[src/rtl/brq_lsu_pkg.sv]
// Shared types and helpers for the memory-stage load/store unit.
// Access size is carried in func3[1:0]; func3[2] selects zero-extension on loads.
package brq_lsu_pkg;

    typedef enum logic [1:0] {
        IDLE = 2'd0,
        REQ  = 2'd1,
        WAIT = 2'd2
    } lsu_state_e;

    localparam logic [2:0] F3_B  = 3'b000;
    localparam logic [2:0] F3_H  = 3'b001;
    localparam logic [2:0] F3_W  = 3'b010;
    localparam logic [2:0] F3_BU = 3'b100;
    localparam logic [2:0] F3_HU = 3'b101;

    // Byte offset rounded down to the natural alignment of the access size.
    function automatic logic [1:0] align_off(input logic [2:0] func3, input logic [1:0] off);
        case (func3[1:0])
            F3_B[1:0]: return off;
            F3_H[1:0]: return {off[1], 1'b0};
            default:   return 2'b00;
        endcase
    endfunction

    function automatic logic [3:0] be_gen(input logic [2:0] func3, input logic [1:0] off);
        case (func3[1:0])
            F3_B[1:0]: return 4'b0001 << off;
            F3_H[1:0]: return 4'b0011 << off;
            default:   return 4'hF;
        endcase
    endfunction

endpackage

[src/rtl/lsu_align.sv]
// Combinational lane steering: replicates store data across byte lanes and
// shifts/extends a returned load word into a register value.
module lsu_align
    import brq_lsu_pkg::*;
#(
    parameter int DataWidth = 32
) (
    input  logic [2:0]           st_func3_i,
    input  logic [DataWidth-1:0] st_data_i,
    output logic [DataWidth-1:0] st_wdata_o,
    input  logic [2:0]           ld_func3_i,
    input  logic [1:0]           ld_off_i,
    input  logic [DataWidth-1:0] ld_rdata_i,
    output logic [DataWidth-1:0] ld_data_o
);

    logic [DataWidth-1:0] shifted;

    always_comb begin
        st_wdata_o = st_data_i;
        if (st_func3_i[1:0] == F3_B[1:0]) begin
            st_wdata_o = {(DataWidth/8){st_data_i[7:0]}};
        end else if (st_func3_i[1:0] == F3_H[1:0]) begin
            st_wdata_o = {(DataWidth/16){st_data_i[15:0]}};
        end
    end

    assign shifted = ld_rdata_i >> {ld_off_i, 3'b000};

    always_comb begin
        case (ld_func3_i)
            F3_B:    ld_data_o = {{(DataWidth-8){shifted[7]}}, shifted[7:0]};
            F3_BU:   ld_data_o = {{(DataWidth-8){1'b0}}, shifted[7:0]};
            F3_H:    ld_data_o = {{(DataWidth-16){shifted[15]}}, shifted[15:0]};
            F3_HU:   ld_data_o = {{(DataWidth-16){1'b0}}, shifted[15:0]};
            default: ld_data_o = shifted;
        endcase
    end

endmodule

[src/rtl/lsu.sv]
// Memory-stage load/store unit: runs the dmem req/gnt/rvalid handshake and feeds writeback.
// Define LSU_MISALIGN_TRAP_EN to flag misaligned half/word accesses instead of aligning them down.
module lsu
    import brq_lsu_pkg::*;
#(
    parameter int DataWidth    = 32,
    parameter int AddrWidth    = 10,
    parameter int RegAddrWidth = 5
) (
    input  logic                    brq_clk,
    input  logic                    brq_rst,
    input  logic                    ieu_mem_ren,
    input  logic                    ieu_mem_wen,
    input  logic                    ieu_memtoreg,
    input  logic                    ieu_regfile_en,
    input  logic [RegAddrWidth-1:0] ieu_addr_dst,
    input  logic [2:0]              ieu_func3,
    input  logic [DataWidth-1:0]    ieu_mem_addr,
    input  logic [DataWidth-1:0]    ieu_store_data,
    input  logic [DataWidth-1:0]    ieu_alu_result_dealy,
    output logic                    dmem_req,
    input  logic                    dmem_gnt,
    output logic                    dmem_we,
    output logic [3:0]              dmem_be,
    output logic [AddrWidth-1:0]    dmem_addr,
    output logic [DataWidth-1:0]    dmem_wdata,
    input  logic                    dmem_rvalid,
    input  logic [DataWidth-1:0]    dmem_rdata,
    output logic                    ldst_stall,
    output logic                    ldst_regfile_en,
    output logic                    ldst_memtoreg,
    output logic [RegAddrWidth-1:0] ldst_addr_dst,
    output logic [DataWidth-1:0]    ldst_mem_result,
    output logic [DataWidth-1:0]    ldst_alu_result,
    output logic                    ldst_misalign
);

    lsu_state_e            state_q;
    logic                  req_q;
    logic                  we_q;
    logic [3:0]            be_q;
    logic [AddrWidth-1:0]  addr_q;
    logic [DataWidth-1:0]  wdata_q;
    logic [2:0]            ldFunc3_q;
    logic [1:0]            ldOff_q;

    logic                    regfileEn_q, regfileEn_d;
    logic [DataWidth-1:0]    memResult_q, memResult_d;
    logic                    memtoreg_q;
    logic [RegAddrWidth-1:0] addrDst_q;
    logic [DataWidth-1:0]    aluResult_q;

    logic                 memOp;
    logic                 misalign;
    logic                 start;
    logic                 loadDone;
    logic [1:0]           effOff;
    logic [DataWidth-1:0] stWdata;
    logic [DataWidth-1:0] ldData;
    logic                 unusedAddrBits;

    assign memOp          = ieu_mem_ren | ieu_mem_wen;
    assign effOff         = align_off(ieu_func3, ieu_mem_addr[1:0]);
    assign unusedAddrBits = ^ieu_mem_addr[DataWidth-1:AddrWidth+2];

`ifdef LSU_MISALIGN_TRAP_EN
    logic misalign_q;

    assign misalign = memOp &&
        ((ieu_func3[1:0] == F3_H[1:0] && ieu_mem_addr[0]) ||
         (ieu_func3[1:0] == F3_W[1:0] && ieu_mem_addr[1:0] != 2'b00));

    always_ff @(posedge brq_clk) begin
        if (brq_rst) begin
            misalign_q <= 1'b0;
        end else begin
            misalign_q <= (state_q == IDLE) && misalign;
        end
    end

    assign ldst_misalign = misalign_q;
`else
    assign misalign      = 1'b0;
    assign ldst_misalign = 1'b0;
`endif

    assign start    = (state_q == IDLE) && memOp && !misalign;
    assign loadDone = (state_q == WAIT) && dmem_rvalid;

    lsu_align #(.DataWidth(DataWidth)) u_align (
        .st_func3_i (ieu_func3),
        .st_data_i  (ieu_store_data),
        .st_wdata_o (stWdata),
        .ld_func3_i (ldFunc3_q),
        .ld_off_i   (ldOff_q),
        .ld_rdata_i (dmem_rdata),
        .ld_data_o  (ldData)
    );

    // The request is latched on leaving IDLE so the bus stays stable until gnt; a load wins over a store.
    always_ff @(posedge brq_clk) begin
        if (brq_rst) begin
            state_q   <= IDLE;
            req_q     <= 1'b0;
            we_q      <= 1'b0;
            be_q      <= '0;
            addr_q    <= '0;
            wdata_q   <= '0;
            ldFunc3_q <= '0;
            ldOff_q   <= '0;
        end else begin
            case (state_q)
                IDLE: begin
                    if (start) begin
                        state_q   <= REQ;
                        req_q     <= 1'b1;
                        we_q      <= !ieu_mem_ren;
                        be_q      <= be_gen(ieu_func3, effOff);
                        addr_q    <= ieu_mem_addr[AddrWidth+1:2];
                        wdata_q   <= stWdata;
                        ldFunc3_q <= ieu_func3;
                        ldOff_q   <= effOff;
                    end
                end
                REQ: begin
                    if (dmem_gnt) begin
                        req_q   <= 1'b0;
                        state_q <= we_q ? IDLE : WAIT;
                    end
                end
                WAIT: begin
                    if (dmem_rvalid) begin
                        state_q <= IDLE;
                    end
                end
                default: begin
                    state_q <= IDLE;
                    req_q   <= 1'b0;
                end
            endcase
        end
    end

    assign ldst_stall = !brq_rst &&
        (start ||
         (state_q == REQ  && !(dmem_gnt && we_q)) ||
         (state_q == WAIT && !dmem_rvalid));

    // Writeback only fires for idle-cycle ALU ops or on load completion; stores never write.
    always_comb begin
        regfileEn_d = 1'b0;
        memResult_d = memResult_q;
        if (state_q == IDLE && !memOp) begin
            regfileEn_d = ieu_regfile_en;
        end
        if (loadDone) begin
            regfileEn_d = ieu_regfile_en;
            memResult_d = ldData;
        end
    end

    always_ff @(posedge brq_clk) begin
        if (brq_rst) begin
            regfileEn_q <= 1'b0;
            memResult_q <= '0;
            memtoreg_q  <= 1'b0;
            addrDst_q   <= '0;
            aluResult_q <= '0;
        end else begin
            regfileEn_q <= regfileEn_d;
            memResult_q <= memResult_d;
            memtoreg_q  <= ieu_memtoreg;
            addrDst_q   <= ieu_addr_dst;
            aluResult_q <= ieu_alu_result_dealy;
        end
    end

    assign dmem_req        = req_q;
    assign dmem_we         = we_q;
    assign dmem_be         = be_q;
    assign dmem_addr       = addr_q;
    assign dmem_wdata      = wdata_q;
    assign ldst_regfile_en = regfileEn_q;
    assign ldst_memtoreg   = memtoreg_q;
    assign ldst_addr_dst   = addrDst_q;
    assign ldst_mem_result = memResult_q;
    assign ldst_alu_result = aluResult_q;

endmodule

[config.mk]
export PLATFORM = sky130hd
export DESIGN_NAME = lsu
export DESIGN_NICKNAME = d
export VERILOG_FILES = /design/src/rtl/brq_lsu_pkg.sv /design/src/rtl/lsu_align.sv /design/src/rtl/lsu.sv
export SDC_FILE = /design/constraint.sdc
export NUM_CORES = 1
export LEC_CHECK = 0
export ABC_AREA = 1
export BUFFER_PORTS_ARGS = -buffer_cell sky130_fd_sc_hd__buf_2
export CORE_ASPECT_RATIO = 0.9
export CORE_MARGIN = 2
export CORE_UTILIZATION = 50
export DETAILED_ROUTE_END_ITERATION = 10
export PLACE_DENSITY = 0.86
export SLEW_MARGIN = 10
export SYNTH_ARGS = -nofsm -noshare
export SYNTH_HDL_FRONTEND = slang
export SYNTH_SLANG_ARGS = --single-unit
[constraint.sdc]
create_clock -name brq_clk -period 2.85 [get_ports brq_clk]
set_input_delay 0.4275 -clock brq_clk [delete_from_list [all_inputs] [get_ports brq_clk]]
set_output_delay 0.4275 -clock brq_clk [all_outputs]
set_load 0.01 [all_outputs]
======== Word-level counts from Yosys, hierarchy flattened ========
Cells that the tools add are included.
word-level totals
  register bits ........................... 126
  output and inout port bits .............. 121
  input port bits ......................... 144
  word-level logic and storage cells ...... 62
cells by class
  shifts and indexed selects .............. 3
  reductions and logical operators ........ 20
  equality and inequality tests ........... 9
  muxes and demuxes ....................... 15
  bitwise gates (word level) .............. 2
operators with widths
  kind                 number
  $pmux 32 s4          1
  $mux 32              2
  $shr 32x5->32        1
  $mux 2               4
  $pmux 4 s2           1
  $logic_and 1x1->1    7
  $eq 3x3->1 const B   2
  $ne 2x2->1 const B   3
  $pmux 2 s3           1
  $reduce_and 3->1     2
  $logic_not 1->1      5
  $eq 2x1->1 const B   2
  $logic_not 2->1      2
  $mux 1               4
  $pmux 2 s2           1
  $shl 1x2->4 const A  1
  $shl 2x2->4 const A  1
  $eq 3x1->1 const B   1
  $logic_not 3->1      1
  $pmux 1 s3           1
  $eq 2x2->1 const B   1
  $logic_or 1x1->1     2
  $reduce_and 2->1     1
  $not 1->1            1
  $or 1x1->1           1

======== Longest topological paths before layout ========
  depth in word-level cells ............... 6
  gate-level depth with buffers ........... 10
  depth with buffers taken out ............ 8

======== By module ========
Synthesis repeated with hierarchy kept, for this count alone.
unflattened totals
  cells, all modules ...................... 776
  area total of the unflattened synthesis .. 5466.5 um^2
modules (own cells, without submodules)
  module     area each (um^2)  instances  cells an instance
  lsu        4271.6            1          523
  lsu_align  1194.9            1          253

======== Worst setup path before layout ========
No wires, ideal clock.
  path kind ............................... input-to-output
  from .................................... in ieu_mem_ren
  to ...................................... out ldst_stall
  data required time ...................... 2.423 ns
  stages .................................. 7
  data arrival time ....................... 1.088 ns
  path buffers ............................ 1
  setup slack ............................. 1.334 ns
  cell sequence ........................... inv_1 > nand2_1 > nand2_4 > buf_4 > nand3_1 > o21ai_1 > inv_1
on the way
  word-level cells in the longest chain between the ends .. 5
RTL lines
  what               line        source
  from (decl)        lsu.sv:12   input logic ieu_mem_ren,
  $or 1x1->1         lsu.sv:62   assign memOp = ieu_mem_ren | ieu_mem_wen;
  $logic_and 1x1->1  lsu.sv:87   assign start = (state_q == IDLE) && memOp && !misalign;
  $logic_or 1x1->1   lsu.sv:145  (start ||
  $logic_or 1x1->1   lsu.sv:146  (state_q == REQ && !(dmem_gnt && we_q)) ||
  $logic_and 1x1->1  lsu.sv:144  assign ldst_stall = !brq_rst &&
  to (decl)          lsu.sv:29   output logic ldst_stall,
No other way between the ends.

======== Final worst setup path ========
  from .................................... reg state_q[1]
  to ...................................... out ldst_stall
on the way
  word-level cells in the longest chain between the ends .. 5
  elaborated cells between the ends (all ways) .. 9
  those cells by class .................... eq/ne (2); reduce/logical (7)
RTL lines
  what                                                  line                   source
  from (decl)                                           lsu.sv:38              lsu_state_e state_q;
  from (signal assigned)                                lsu.sv:128             state_q <= we_q ? IDLE : WAIT;
  $eq 2x1->1 / $logic_not 2->1 (equally long branches)  lsu.sv:146, lsu.sv:87
  $logic_and 1x1->1 (on tied branches)                  lsu.sv:146, lsu.sv:87
  $logic_or 1x1->1                                      lsu.sv:145
  $logic_or 1x1->1 (*)                                  lsu.sv:146
  $logic_and 1x1->1 (*)                                 lsu.sv:144
Every way passes the cells marked *; elsewhere a longest branch is shown, timed or not.

==> parameters.txt <==
Parameter                              Value

Floorplanning
  Effective utilization at floorplan ... between 50% and 60%
  Number of core rows ... 36
  Core area ... between 10,000 and 15,000 um2
  Die width ... approximately 110 um
  Vertical die dimension ... a little over 100 um
  Die area ... about 12,000 um2
  Top-level port count ... between 200 and 300

Detailed routing
  Iteration-0 DRC Markers ... 389
  DRC violation count after routing ... 0
  Ratio of routed vias to standard cells ... 5.00
  Routed wire length per instance ... between 10 and 15 um
  Number of vias after detailed routing ... roughly 5,600
  First-pass detailed-route iteration total ... 5
  Total wirelength of the detailed-routed design ... around 15 mm
  Number of antenna-violating nets in the routed design ... 0

Setup path
  Crit start category ... register
  Number of cells on the worst reg-to-reg path ... 5
  WP data required ... 2.42 ns
  Register-to-register setup slack ... about 0.94 ns
  Maximum net fanout on the critical path ... 44
  Launching instance or port of the critical path ... state_q[1]$_SDFFE_PP0P_
  Kind of end point of the critical path ... output pin
  Worst setup path category ... register to output pin
  Capture point of the worst path ... ldst_stall
  Capturing point of the worst reg2reg path ... ldst_mem_result[15]$_SDFFE_PP0P_
  Data arrival at the endpoint of the critical path ... ~1.9 ns
  Critical R2R Launch ... state_q[1]$_SDFFE_PP0P_

CTS
  Hold buffer count at CTS ... 0
  CTS tree ... done
  Number of clock sinks ... approximately 130
  Number of CTS-inserted buffers ... 17
  Skew-Pair Late Insertion Delay ... 0.40 ns
  Master cell of the clock root buffer ... sky130_fd_sc_hd__clkbuf_16
  Post-CTS Repair Setup Buffers ... 0
  CTS-repair resized insts ... 0
  Max H-tree Level ... 4
  Clock Tree Buf Depth ... 2
  Clk pin slew, worst setup/hold paths ... around 0.060 ns

Global routing
  Global-route wire length before repair ... around 24 mm
  Number of antenna violations at the first check in global routing ... 0
  Overall global routing resource usage ... between 20% and 30%
  Vias in the first global route ... around 5,000
  Pin count of the biggest net entering global routing ... 57
  Remaining global-route overflow ... 0

Placement
  Number of placed cells counting well taps ... around 1,100
  DP HPWL ... between 10 and 15 mm
  IO Port Bufs ... 243
  Final estimated routing congestion in global placement ... between 0.8 and 0.9
  Worst setup slack before clock tree synthesis ... roughly 0.9 ns

STA
  RSZ-0062 raised after global routing ... no
  Transition at the pin with the smallest max-transition slack ... approximately 0.66 ns
  FMAX ... ~440 MHz
  Slack of the critical path ... 0.571 ns
  Count of endpoints failing hold in the final timing report ... 0
  Final worst clock skew ... between 0.008 and 0.009 ns
  Final TNS setup ... 0 ns
  Final worst hold slack ... ~0.22 ns
  Period utilization ... approximately 80%
  Final count of negative-setup-slack endpoints ... 0
  Final critical delay including setup and external delays ... 2.28 ns
  Number of max-slew violations in the final report ... 0
  Relative slew slack ... a little under three fifths

Layout
  Layout overhead on the synthesized area ... 32.2%
  Inserted Diodes ... 0
  Fraction of final layout cells with drive strength greater than 1 ... a little under a third
  Number of nets in the finished design ... ~1,100
  Non-filler cells, final ... roughly 1,100

Synthesis
  Mapped Nets ... 898
  Syn Area/Cell ... slightly above 7 um2
  Synth area leader ... sky130_fd_sc_hd__dfxtp_1
  Distinct cells, synth ... 31
  Register bit count reported by yosys ... between 100 and 150
  Fraction of synthesized cell area taken by the top area cell type ... a little under half
  Ranking of synthesized cells by area ... sky130_fd_sc_hd__dfxtp_1 (47%), sky130_fd_sc_hd__nand2_1 (12%), sky130_fd_sc_hd__nor2_1 (6.9%), sky130_fd_sc_hd__inv_1 (6.0%), sky130_fd_sc_hd__nand3_1 (5.3%)
  Post-synthesis cell area ... 5410 um2
  Sequential area share after synthesis ... 46.6%
  Dominant synthesized flop cell ... sky130_fd_sc_hd__dfxtp_1
  EDFF count, synth ... 0
  Fraction of registers with async set or reset after synthesis ... 0%
  Syn. warnings ... 0
  Most frequent cell after synthesis ... sky130_fd_sc_hd__nand2_1
  Number of standard cells after synthesis ... between 700 and 800
  Most used standard cells in the synthesized netlist ... sky130_fd_sc_hd__nand2_1 (180), sky130_fd_sc_hd__dfxtp_1 (126), sky130_fd_sc_hd__nor2_1 (99), sky130_fd_sc_hd__inv_1 (86), sky130_fd_sc_hd__nand3_1 (57)

Power and ir drop
  Fraction of power consumed by sequential logic ... 40.0%
  Worst voltage drop across the vdd grid ... roughly 0.59 mV
  Sw frac ... between 20% and 30%
  Total power divided by cell area ... about 700 nW/um2
  P_leak ... 3.98 nW
  Logic gate share of total power ... 18.1%
  Clock network fraction of design power ... about two fifths
  Internal power contribution ... about 0.0035 W
  Net switching power figure ... approximately 0.0015 W

Outcome
  Outcome ... completed

Hold path
  Hold WC Path Type ... input pin to register

Job
  Number of max-cap violations ... 0
[per-layer routing]
metal | up-vias | part of all wire, % | track usage (%)
li1 | 2808 | - | -
met1 | 2509 | 41 | 30.3
met2 | 262 | 48 | 44.1
met3 | 34 | 8.0 | 7.35
met4 | 0 | 2.4 | 11.4
met5 | - | 0 | 0
[per-stage QoR]
stage	power (W)	util, %	instance area, um2
floorplan	0.00259	-	5410
global placement	0.00289	61.6	6580
detailed placement	0.00290	61.6	6580
CTS	0.00499	67.1	7160
global route	0.00519	67.1	7160
finish	0.00496	67.1	7160
[power by group through the flow]
stage	registers [W]	logic, W	clock network (W)
2_1_floorplan	0.00208	0.000509	0
3_3_place_gp	0.00201	0.000874	0
3_5_place_dp	0.00202	0.000886	0
4_1_cts	0.00198	0.000893	0.00211
5_1_grt	0.00200	0.00101	0.00219
6_report	0.00198	0.000897	0.00208
[registers in the layout, summed over array words and instances (netlist names)]
name             flops
ldst_mem_result     32
ldFunc3_q            3
dmem_we              1
state_q              2
dmem_be              4
ldst_addr_dst        5
ldOff_q              2
dmem_req             1
ldst_alu_result     32
dmem_addr           10
ldst_regfile_en      1
dmem_wdata          32
ldst_memtoreg        1
[area by class of cell]
type / count / area (um2)
Timing Repair Buffer: 248 / 1250
Inverter: 95 / 359
Sequential cell: 126 / 2520
Tap cell: 133 / 166
Fill cell: 903 / 3520
Clock buffer: 19 / 453
Clock inverter: 13 / 126
Multi-Input combinational cell: 489 / 2280
[logic make-up after synthesis]
group,Yosys count,synth area share [%]
buffers and inverters,139,11.3
and+or+nand+nor,354,27.4
AOI/OAI and AO/OA,134,14.6
other,1,0.0693
DFF,126,46.6
[placed cells by master, fill, tap and decap left out, types with 6 or more instances in the layout]
cell / synthesis / routed
sky130_fd_sc_hd__a21oi_1: 50 / 50
sky130_fd_sc_hd__inv_2: 7 / 8
sky130_fd_sc_hd__o21a_1: 23 / 23
sky130_fd_sc_hd__nor2_1: 99 / 99
sky130_fd_sc_hd__o211ai_2: 7 / 7
sky130_fd_sc_hd__inv_1: 86 / 86
sky130_fd_sc_hd__buf_2: 15 / 243
sky130_fd_sc_hd__o21ai_1: 7 / 7
sky130_fd_sc_hd__nand3_1: 57 / 57
sky130_fd_sc_hd__inv_6: 0 / 6
sky130_fd_sc_hd__o21ai_0: 42 / 42
sky130_fd_sc_hd__dfxtp_1: 126 / 126
sky130_fd_sc_hd__nand2_1: 180 / 180
sky130_fd_sc_hd__clkbuf_16: 0 / 17
[worst min path at each step]
| stage | from | end | slack [ns] | cells past startpoint |
|---|---|---|---|---|
| 2_1_floorplan | ldFunc3_q[0]$_SDFFE_PP0P_ | ldFunc3_q[0]$_SDFFE_PP0P_ | 0.47 | 2 |
| 3_5_place_dp | dmem_req$_SDFFE_PP0P_ | dmem_req$_SDFFE_PP0P_ | 0.45 | 2 |
| 6_report | ieu_mem_ren | dmem_we$_SDFFE_PP0P_ | 0.22 | 2 |
| 5_1_grt | ieu_mem_ren | dmem_we$_SDFFE_PP0P_ | 0.21 | 2 |
| 3_3_place_gp | dmem_req$_SDFFE_PP0P_ | dmem_req$_SDFFE_PP0P_ | 0.45 | 2 |
| 4_1_cts | ieu_mem_ren | dmem_we$_SDFFE_PP0P_ | 0.20 | 2 |
[worst max-delay path: stages, from the launching register on]
cell and delay [ns]:
sky130_fd_sc_hd__dfxtp_1 0.47, sky130_fd_sc_hd__nor2_2 0.10, sky130_fd_sc_hd__nand2_4 0.38, sky130_fd_sc_hd__nand3_1 0.14
sky130_fd_sc_hd__o21ai_1 0.18, sky130_fd_sc_hd__inv_1 0.05, sky130_fd_sc_hd__buf_2 0.13
No activity file was read; power rests on OpenSTA's default activity.
